File: src/rtl/inert_seq_if.sv
// Command/response bundle between the inertial sequencer and the SPI monarch.
// The sequencer is the master: it issues wrt/cmd and receives done/rd_data.
interface inert_seq_if;
  logic        wrt;
  logic [15:0] cmd;
  logic        done;
  logic [15:0] rd_data;

  modport master (output wrt, cmd, input done, rd_data);
  modport slave  (input wrt, cmd, output done, rd_data);
endinterface

File: src/rtl/inert_seq.sv
// Sequencer for the iNEMO inertial sensor: settle, write the configuration list,
// then on each data-ready interrupt read yaw-rate and X-accel and publish them.
module inert_seq #(
  parameter int SETTLE_W = 16
) (
  input  logic        clk,
  input  logic        rst,
  input  logic        INT,
  inert_seq_if.master spi,
  output logic        cfg_done,
  output logic [15:0] yaw_rt,
  output logic [15:0] ax,
  output logic        vld
);

  typedef enum logic [2:0] {SETTLE, CFG, CFG_W, IDLE, RD, RD_W} state_t;

  state_t              state_q, state_d;
  logic [SETTLE_W-1:0] settle_q, settle_d;
  logic [1:0]          idx_q, idx_d;
  logic [1:0]          sync_q, sync_d;
  logic                wrt_q, wrt_d;
  logic [15:0]         cmd_q, cmd_d;
  logic                cfg_done_q, cfg_done_d;
  logic [15:0]         yaw_q, yaw_d;
  logic [15:0]         ax_q, ax_d;
  logic                vld_q, vld_d;
  logic [7:0]          hold_q [4];
  logic [7:0]          hold_d [4];
  logic                int_s;
  logic                unused_rd_hi;

  assign int_s        = sync_q[1];
  assign unused_rd_hi = ^spi.rd_data[15:8];

  function automatic logic [15:0] cfg_cmd(input logic [1:0] i);
    case (i)
      2'd0:    return 16'h0D02;
      2'd1:    return 16'h1053;
      2'd2:    return 16'h1150;
      default: return 16'h1460;
    endcase
  endfunction

  // Read commands walk 0xA6..0xA9; low byte is a don't-care dummy.
  function automatic logic [15:0] rd_cmd(input logic [1:0] i);
    return {8'hA6 + {6'd0, i}, 8'h00};
  endfunction

  always_comb begin
    state_d    = state_q;
    settle_d   = settle_q;
    idx_d      = idx_q;
    sync_d     = {sync_q[0], INT};
    wrt_d      = 1'b0;
    cmd_d      = cmd_q;
    cfg_done_d = cfg_done_q;
    yaw_d      = yaw_q;
    ax_d       = ax_q;
    vld_d      = 1'b0;
    hold_d     = hold_q;
    case (state_q)
      SETTLE: begin
        settle_d = settle_q + 1'b1;
        if (settle_q == '1) begin
          state_d = CFG;
          idx_d   = 2'd0;
          cmd_d   = cfg_cmd(2'd0);
          wrt_d   = 1'b1;
        end
      end
      CFG: state_d = CFG_W;
      CFG_W: begin
        if (spi.done) begin
          if (idx_q == 2'd3) begin
            cfg_done_d = 1'b1;
            state_d    = IDLE;
          end else begin
            idx_d   = idx_q + 2'd1;
            cmd_d   = cfg_cmd(idx_q + 2'd1);
            wrt_d   = 1'b1;
            state_d = CFG;
          end
        end
      end
      IDLE: begin
        if (int_s) begin
          state_d = RD;
          idx_d   = 2'd0;
          cmd_d   = rd_cmd(2'd0);
          wrt_d   = 1'b1;
        end
      end
      RD: state_d = RD_W;
      RD_W: begin
        if (spi.done) begin
          hold_d[idx_q] = spi.rd_data[7:0];
          // Outputs only move once all four bytes of a set are in hand.
          if (idx_q == 2'd3) begin
            yaw_d   = {hold_d[1], hold_d[0]};
            ax_d    = {hold_d[3], hold_d[2]};
            vld_d   = 1'b1;
            state_d = IDLE;
          end else begin
            idx_d   = idx_q + 2'd1;
            cmd_d   = rd_cmd(idx_q + 2'd1);
            wrt_d   = 1'b1;
            state_d = RD;
          end
        end
      end
      default: state_d = SETTLE;
    endcase
  end

  always_ff @(posedge clk) begin
    if (rst) begin
      state_q    <= SETTLE;
      settle_q   <= '0;
      idx_q      <= 2'd0;
      sync_q     <= 2'b00;
      wrt_q      <= 1'b0;
      cmd_q      <= 16'h0000;
      cfg_done_q <= 1'b0;
      yaw_q      <= 16'h0000;
      ax_q       <= 16'h0000;
      vld_q      <= 1'b0;
      for (int i = 0; i < 4; i++) hold_q[i] <= 8'h00;
    end else begin
      state_q    <= state_d;
      settle_q   <= settle_d;
      idx_q      <= idx_d;
      sync_q     <= sync_d;
      wrt_q      <= wrt_d;
      cmd_q      <= cmd_d;
      cfg_done_q <= cfg_done_d;
      yaw_q      <= yaw_d;
      ax_q       <= ax_d;
      vld_q      <= vld_d;
      hold_q     <= hold_d;
    end
  end

  assign spi.wrt  = wrt_q;
  assign spi.cmd  = cmd_q;
  assign cfg_done = cfg_done_q;
  assign yaw_rt   = yaw_q;
  assign ax       = ax_q;
  assign vld      = vld_q;

endmodule

File: src/flat_wrapper.sv
// flat-port wrapper written by rule: the top's interface ports become plain ports
module inert_seq_flat 
#(
  parameter int SETTLE_W = 16
)
  (clk, rst, INT, cfg_done, yaw_rt, ax, vld, spi_wrt, spi_cmd, spi_done, spi_rd_data);
  inert_seq_if spi_i ();
  input  logic clk;
  input  logic rst;
  input  logic INT;
  output logic cfg_done;
  output logic [15:0] yaw_rt;
  output logic [15:0] ax;
  output logic vld;
  output wire logic [$bits(spi_i.wrt)-1:0] spi_wrt;
  output wire logic [$bits(spi_i.cmd)-1:0] spi_cmd;
  input wire logic [$bits(spi_i.done)-1:0] spi_done;
  input wire logic [$bits(spi_i.rd_data)-1:0] spi_rd_data;
  assign spi_wrt = spi_i.wrt;
  assign spi_cmd = spi_i.cmd;
  assign spi_i.done = spi_done;
  assign spi_i.rd_data = spi_rd_data;
  inert_seq #(.SETTLE_W(SETTLE_W)) u_core (.clk(clk), .rst(rst), .INT(INT), .spi(spi_i), .cfg_done(cfg_done), .yaw_rt(yaw_rt), .ax(ax), .vld(vld));
endmodule
File: config.mk
export PLATFORM = sky130hd
export DESIGN_NAME = inert_seq_flat
export DESIGN_NICKNAME = d
export VERILOG_FILES = /design/src/rtl/inert_seq_if.sv /design/src/rtl/inert_seq.sv /design/src/flat_wrapper.sv
export SDC_FILE = /design/constraint.sdc
export NUM_CORES = 1
export LEC_CHECK = 0
export ABC_AREA = 1
export CAP_MARGIN = 20
export CORE_MARGIN = 2
export CORE_UTILIZATION = 52
export DETAILED_ROUTE_END_ITERATION = 12
export PLACE_DENSITY_LB_ADDON = 0.25
export SYNTH_ARGS = -nofsm -noshare
export SYNTH_HDL_FRONTEND = slang
export SYNTH_SLANG_ARGS = --single-unit
File: constraint.sdc
create_clock -name clk -period 2 [get_ports clk]
set_input_delay 0.4 -clock clk [delete_from_list [all_inputs] [get_ports clk]]
set_output_delay 0.4 -clock clk [all_outputs]
set_load 0.02 [all_outputs]
# Word level (Yosys, flattened, before mapping)
# Cells that the tools add are included.
[classes] n_lt_le_gt_ge=2 reduce_logical=13 bitwise_logic=3 n_addsub=3 muxes=29 n_eq_ne=17 div=0 shift=0 mul=0
[op_table] operator="16-bit 2-to-1 mux" n=6
[op_table] operator="16-bit one-hot mux with 4 select lines" n=1
[op_table] operator="13-bit one-hot mux with 3 select lines" n=1
[op_table] operator="32-bit bitwise mux" n=1
[op_table] operator="3-bit one-hot mux with 6 select lines" n=1
[op_table] operator="16-bit by 1-bit adder with 16-bit output (second input constant)" n=1
[op_table] operator="8-bit demux with 2-bit select" n=1
[op_table] operator="16-bit == test (second input constant)" n=1
[op_table] operator="3-bit 2-to-1 mux" n=5
[op_table] operator="2-bit 2-to-1 mux" n=5
[op_table] operator="2-bit inequality test (second input constant)" n=5
[op_table] operator="8-bit by 2-bit adder with 8-bit output (first input constant)" n=1
[op_table] operator="8-bit 2-to-1 mux" n=1
[op_table] operator="7-bit AND reduction" n=1
[op_table] operator="3-bit by 2-bit == test with 1-bit output (second input constant)" n=2
[op_table] operator="3-bit == test (second input constant)" n=2
[op_table] operator="2-bit by 1-bit inequality test with 1-bit output (second input constant)" n=3
[op_table] operator="2-bit one-hot mux with 3 select lines" n=1
[op_table] operator="3-bit AND reduction" n=2
[op_table] operator="1-bit 2-to-1 mux" n=5
[op_table] operator="5-bit AND reduction" n=1
[op_table] operator="2-bit == test (second input constant)" n=2
[op_table] operator="4-bit AND reduction" n=1
[op_table] operator="4-bit nonzero test" n=1
[op_table] operator="other kinds (15)" n=16
[totals] output_inout_bits=51 latchBits=0 n_memories=0 mem_bits_ro=0 word_cells=81 mem_bits_rw=0 ff_bits=106

# Depth between registers and ports, before layout
[logic_depth] ltp_word=6 depth_mapped=10 mapped_depth_nobuf=8

# Least setup slack after synthesis
# OpenSTA, ideal clock, no wires.
[synth_path] kind="reg2reg" from="register u_core.idx_q[0]" to="register u_core.yaw_q[10], in the netlist u_core.yaw_rt[10]" period_less_slack_ns=1.811 n_path_buf=3 slack_ns=0.189 stages_incl_launch_ff=11 setup_ns=0.060 t_required_ns=1.940 arrival_ns=1.751 path_cell_list="dfxtp_1 ha_1 inv_1 or2_1 clkbuf_1 or2_1 buf_6 clkinv_2 buf_6 nand2_1 nand2_1"
[synth_between] elab_chain_len=6 word_cells_on_any_way=9 cone_classes="2 x order compare; 1 x eq/ne; 3 x mux; 1 x bitwise; 2 x reduce/logical"
[synth_lines] element="start, declared" line="inert_seq.sv:20" rtl="logic [1:0] idx_q, idx_d;"
[synth_lines] element="start signal, assigned" line="inert_seq.sv:132" rtl="idx_q <= idx_d;"
[synth_lines] element="2-bit NOT with 3-bit output (implied by the code)" line="inert_seq.sv:97" rtl="hold_d[idx_q] = spi.rd_data[7:0];"
[synth_lines] element="3-bit greater-or-equal comparator (implied by the code) or 3-bit by 1-bit less-than comparator with 1-bit output (tied branches)" line="inert_seq.sv:97"
[synth_lines] element="1-bit logical AND (implied by the code)" line="inert_seq.sv:97"
[synth_lines] element="8-bit 2-to-1 mux (implied by the code)" line="inert_seq.sv:97"
[synth_lines] element="8-bit demux with 2-bit select" line="inert_seq.sv:97"
[synth_lines] element="32-bit bitwise mux" line="inert_seq.sv:97"
[synth_lines] element="end signal, assigned" line="inert_seq.sv:137" rtl="yaw_q <= yaw_d;"
[synth_lines] element="end, declared" line="inert_seq.sv:25" rtl="logic [15:0] yaw_q, yaw_d;"
# Several ways; a longest one is shown, not always the timed one.
# A chain may end at the register's enable or synchronous reset.

# Worst setup path in the final report
[layout_path] from="register u_core.settle_q[0]" to="register u_core.cmd_q[9], in the netlist u_core.spi.cmd[9]"
[layout_between] elab_chain_len=3
[layout_lines] element="start, declared" line="inert_seq.sv:19" rtl="logic [SETTLE_W-1:0] settle_q, settle_d;"
[layout_lines] element="start signal, assigned" line="inert_seq.sv:131" rtl="settle_q <= settle_d;"
[layout_lines] element="16-bit == test" line="inert_seq.sv:65" rtl="if (settle_q == '1) begin"
[layout_lines] element="2-bit by 1-bit inequality test with 1-bit output (no source line)"
[layout_lines] element="7-bit AND reduction (no source line)"
[layout_lines] element="end signal, assigned" line="inert_seq.sv:135" rtl="cmd_q <= cmd_d;"
[layout_lines] element="end, declared" line="inert_seq.sv:23" rtl="logic [15:0] cmd_q, cmd_d;"
# No other way between the ends.

==> results.sh <==
export IMPL_path_class="reg -> reg"
export IMPL_nFillCells=678
export IMPL_yosysSeqAreaShare=0.453
export IMPL_die_h_um=92.4
export IMPL_rsz0062_at_grt="false"
export IMPL_whs_ns=0.409
export IMPL_dieWidth_um=92.4
export IMPL_finalPower_mw=3.34
export IMPL_worstPathArrival_ns=2.03
export IMPL_clock_path_buffers=2
export IMPL_grt_util_met3=0.0366
export IMPL_finalCriticalPeriod_ns=1.78
export IMPL_critPathRequiredTime_ns=2.26
export IMPL_hold_path_class="reg -> reg"
export IMPL_syn_avg_cell_area_sq_um=7.06
export IMPL_cts_hold_buffers=0
export IMPL_cts_tree="yes"
export IMPL_setup_tns_ns=0
export IMPL_critPathCaptureType="flop"
export IMPL_syn_to_final_growth_pct=22.6
export IMPL_hold_viol=0
export IMPL_cts_made_buffers=9
export IMPL_p_per_area_nw_per_um2=669
export IMPL_synth_ff_type="dfxtp_1"
export IMPL_initial_core_util=0.532
export IMPL_vdd_drop_max_v=0.000407
export IMPL_synth_distinct_cells=25
export IMPL_synth_edf_count=0
export IMPL_htreeDepth=3
export IMPL_vias_per_cell=5.12
export IMPL_synth_seq_cells=92
export IMPL_detail_route_wl_per_cell_um=12.0
export IMPL_grt_pass1_wl_um=15000
export IMPL_path_max_fanout=12
export IMPL_stdcell_area_sq_um=4990
export IMPL_clkLatencyLatePin_ns=0.36
export IMPL_synthArstFlopShare=0
export IMPL_cts_sinks=92
export IMPL_fmax_ghz=0.563
export IMPL_antenna_found_initial=0
export IMPL_syn_area_sq_um=4070
export IMPL_syn_inst=576
export IMPL_clockRootBuffer="clkbuf_8"
export IMPL_grt_util_all_layers=0.215
export IMPL_grt_pass1_vias=3438
export IMPL_use_met2=0.377
export IMPL_nets=655
export IMPL_yosysTopAreaCell="dfxtp_1"
export IMPL_use_met1=0.257
export IMPL_hpwl_um=6080
export IMPL_r2r_start="u_core.settle_q[0]$_SDFFE_PP0P_"
export IMPL_r2r_slack_ns=0.22
export IMPL_coreArea_sq_um=7650
export IMPL_worst_slew_pin_slew_ns=0.621
export IMPL_path_clk_slew_ns=0.09
export IMPL_drtIter0Drc=145
export IMPL_slew_violations=0
export IMPL_dpl_cell_count=719
export IMPL_dpl_instance_area_sq_um=4760
export IMPL_row_count=32
export IMPL_yosys_top_cells_count="nand2_1, dfxtp_1, o21ai_0, inv_1, nand3_1"
export IMPL_drc=0
export IMPL_first_pass_iters=6
export IMPL_setup_viol=0
export IMPL_grt_max_degree=61
export IMPL_slew_headroom=0.586
export IMPL_place_gp_congestion=0.830
export IMPL_ant_nets=0
export IMPL_via_count=3760
export IMPL_max_cap_violations=0
export IMPL_cp_start_kind="flop"
export IMPL_dieArea_sq_um=8540
export IMPL_min_period_over_period=0.888
export IMPL_drive_above_1_share=0.0600
export IMPL_whs_path_depth=2
export IMPL_overflow=0
export IMPL_ys_warn_count=0
export IMPL_io_pins=71
export IMPL_status="finished clean"
export IMPL_leakagePower_nw=2.08
export IMPL_routed_wl_um=8780
export IMPL_instances_no_fill=735
export IMPL_min_from="u_core.sync_q[0]$_SDFF_PP0_"
export IMPL_port_buffers=58
export IMPL_reg2reg_depth=7
export IMPL_synth_top_cell_area_share=0.453
export IMPL_synth_area_leaders="dfxtp_1, nand2_1, o21ai_0"
export IMPL_critPathLaunch="u_core.settle_q[0]$_SDFFE_PP0P_"
export IMPL_top_usage_layer="met2"
export IMPL_fin_skew_ns=0.0109
export IMPL_synthMostInstantiatedCell="nand2_1"
export IMPL_antennaDiodeCount=0
layer usage:
metal  share of wire  wire (um)
met5               0          0
met3           0.050        438
met4           0.023        206
met1            0.45       3960
met2            0.48       4180
per-stage QoR:
stage                     setup slack, ns   util
final                               0.225  0.652
after global routing               0.0348  0.652
after global placement             0.0815  0.623
after floorplan                     0.189      -
after CTS                           0.133  0.652
after detailed placement           0.0522  0.623
registers in the layout, summed over array words and instances, names as in the netlist, 2 cells and up:
name and flops:
u_core.yaw_rt 16, u_core.hold_q 24, u_core.idx_q 2, u_core.sync_q 2, u_core.state_q 3, u_core.spi.cmd 10, u_core.settle_q 16, u_core.ax 16
worst paths after layout:
| kind | end |
|---|---|
| max | u_core.spi.cmd[9]$_SDFFE_PP0P_ |
| min | u_core.sync_q[1]$_SDFF_PP0_ |
| max reg2reg | u_core.spi.cmd[9]$_SDFFE_PP0P_ |
| min reg2reg | u_core.sync_q[1]$_SDFF_PP0_ |
power by group:
part	leakage, nW	switching (mW)	total, mW	internal [mW]
clock network	0.114	0.667	1.38	0.711
logic	1.23	0.0737	0.118	0.0447
registers	0.742	0.00525	1.84	1.84
cell families (layout without fill, tap and decap cells):
| family | after synthesis | in the layout | synth area share |
|---|---|---|---|
| adder cells (fa/ha/maj) | 7 | 7 | 0.0215 |
| buffers and inverters | 101 | 155 | 0.107 |
| AO/OA/AOI/OAI | 122 | 122 | 0.154 |
| XOR/XNOR | 1 | 1 | 0.00215 |
| other | 1 | 4 | 0.000922 |
| flip-flops | 92 | 92 | 0.453 |
| AND/OR/NAND/NOR | 252 | 252 | 0.262 |
final cells by class:
type                    count  area, sq um  area share
inverters                  63          238      0.0477
multi-input cells         386         1810       0.362
clock buffers               9          124      0.0248
well taps                 102          128      0.0256
repair buffers             76          753       0.151
clock inverters             7         96.3      0.0193
flip-flops and latches     92         1840       0.369
repair_timing:
action                     in CTS  in global routing
resized for setup               0                  1
setup endpoints to repair       0                  9
setup buffers                   0                  0
placed cells by master, fill, tap and decap left out:
cell,count
a21boi_0,3
a21oi_1,48
and2_1,1
buf_12,3
buf_4,15
bufinv_16,2
clkbuf_8,9
clkdlybuf4s50_1,58
clkinv_2,3
clkinv_4,1
conb_1,4
dfxtp_1,92
ha_1,7
inv_1,60
inv_2,2
inv_6,2
nand2_1,131
nand3_1,53
nand3_2,1
nand3b_1,8
nand4_1,4
nor2_1,49
nor3_1,3
o211ai_1,2
o21a_1,1
o21ai_0,68
or2_1,2
xor2_1,1
worst max-delay path, stage by stage, from the launching register on:
cell and delay (ns):
dfxtp_1 0.38, ha_1 0.21, nand3_1 0.10, nor3_1 0.24, nand3_2 0.26, buf_4 0.25
a21boi_0 0.17, nor2_1 0.07
(Power assumes the default switching activity.)
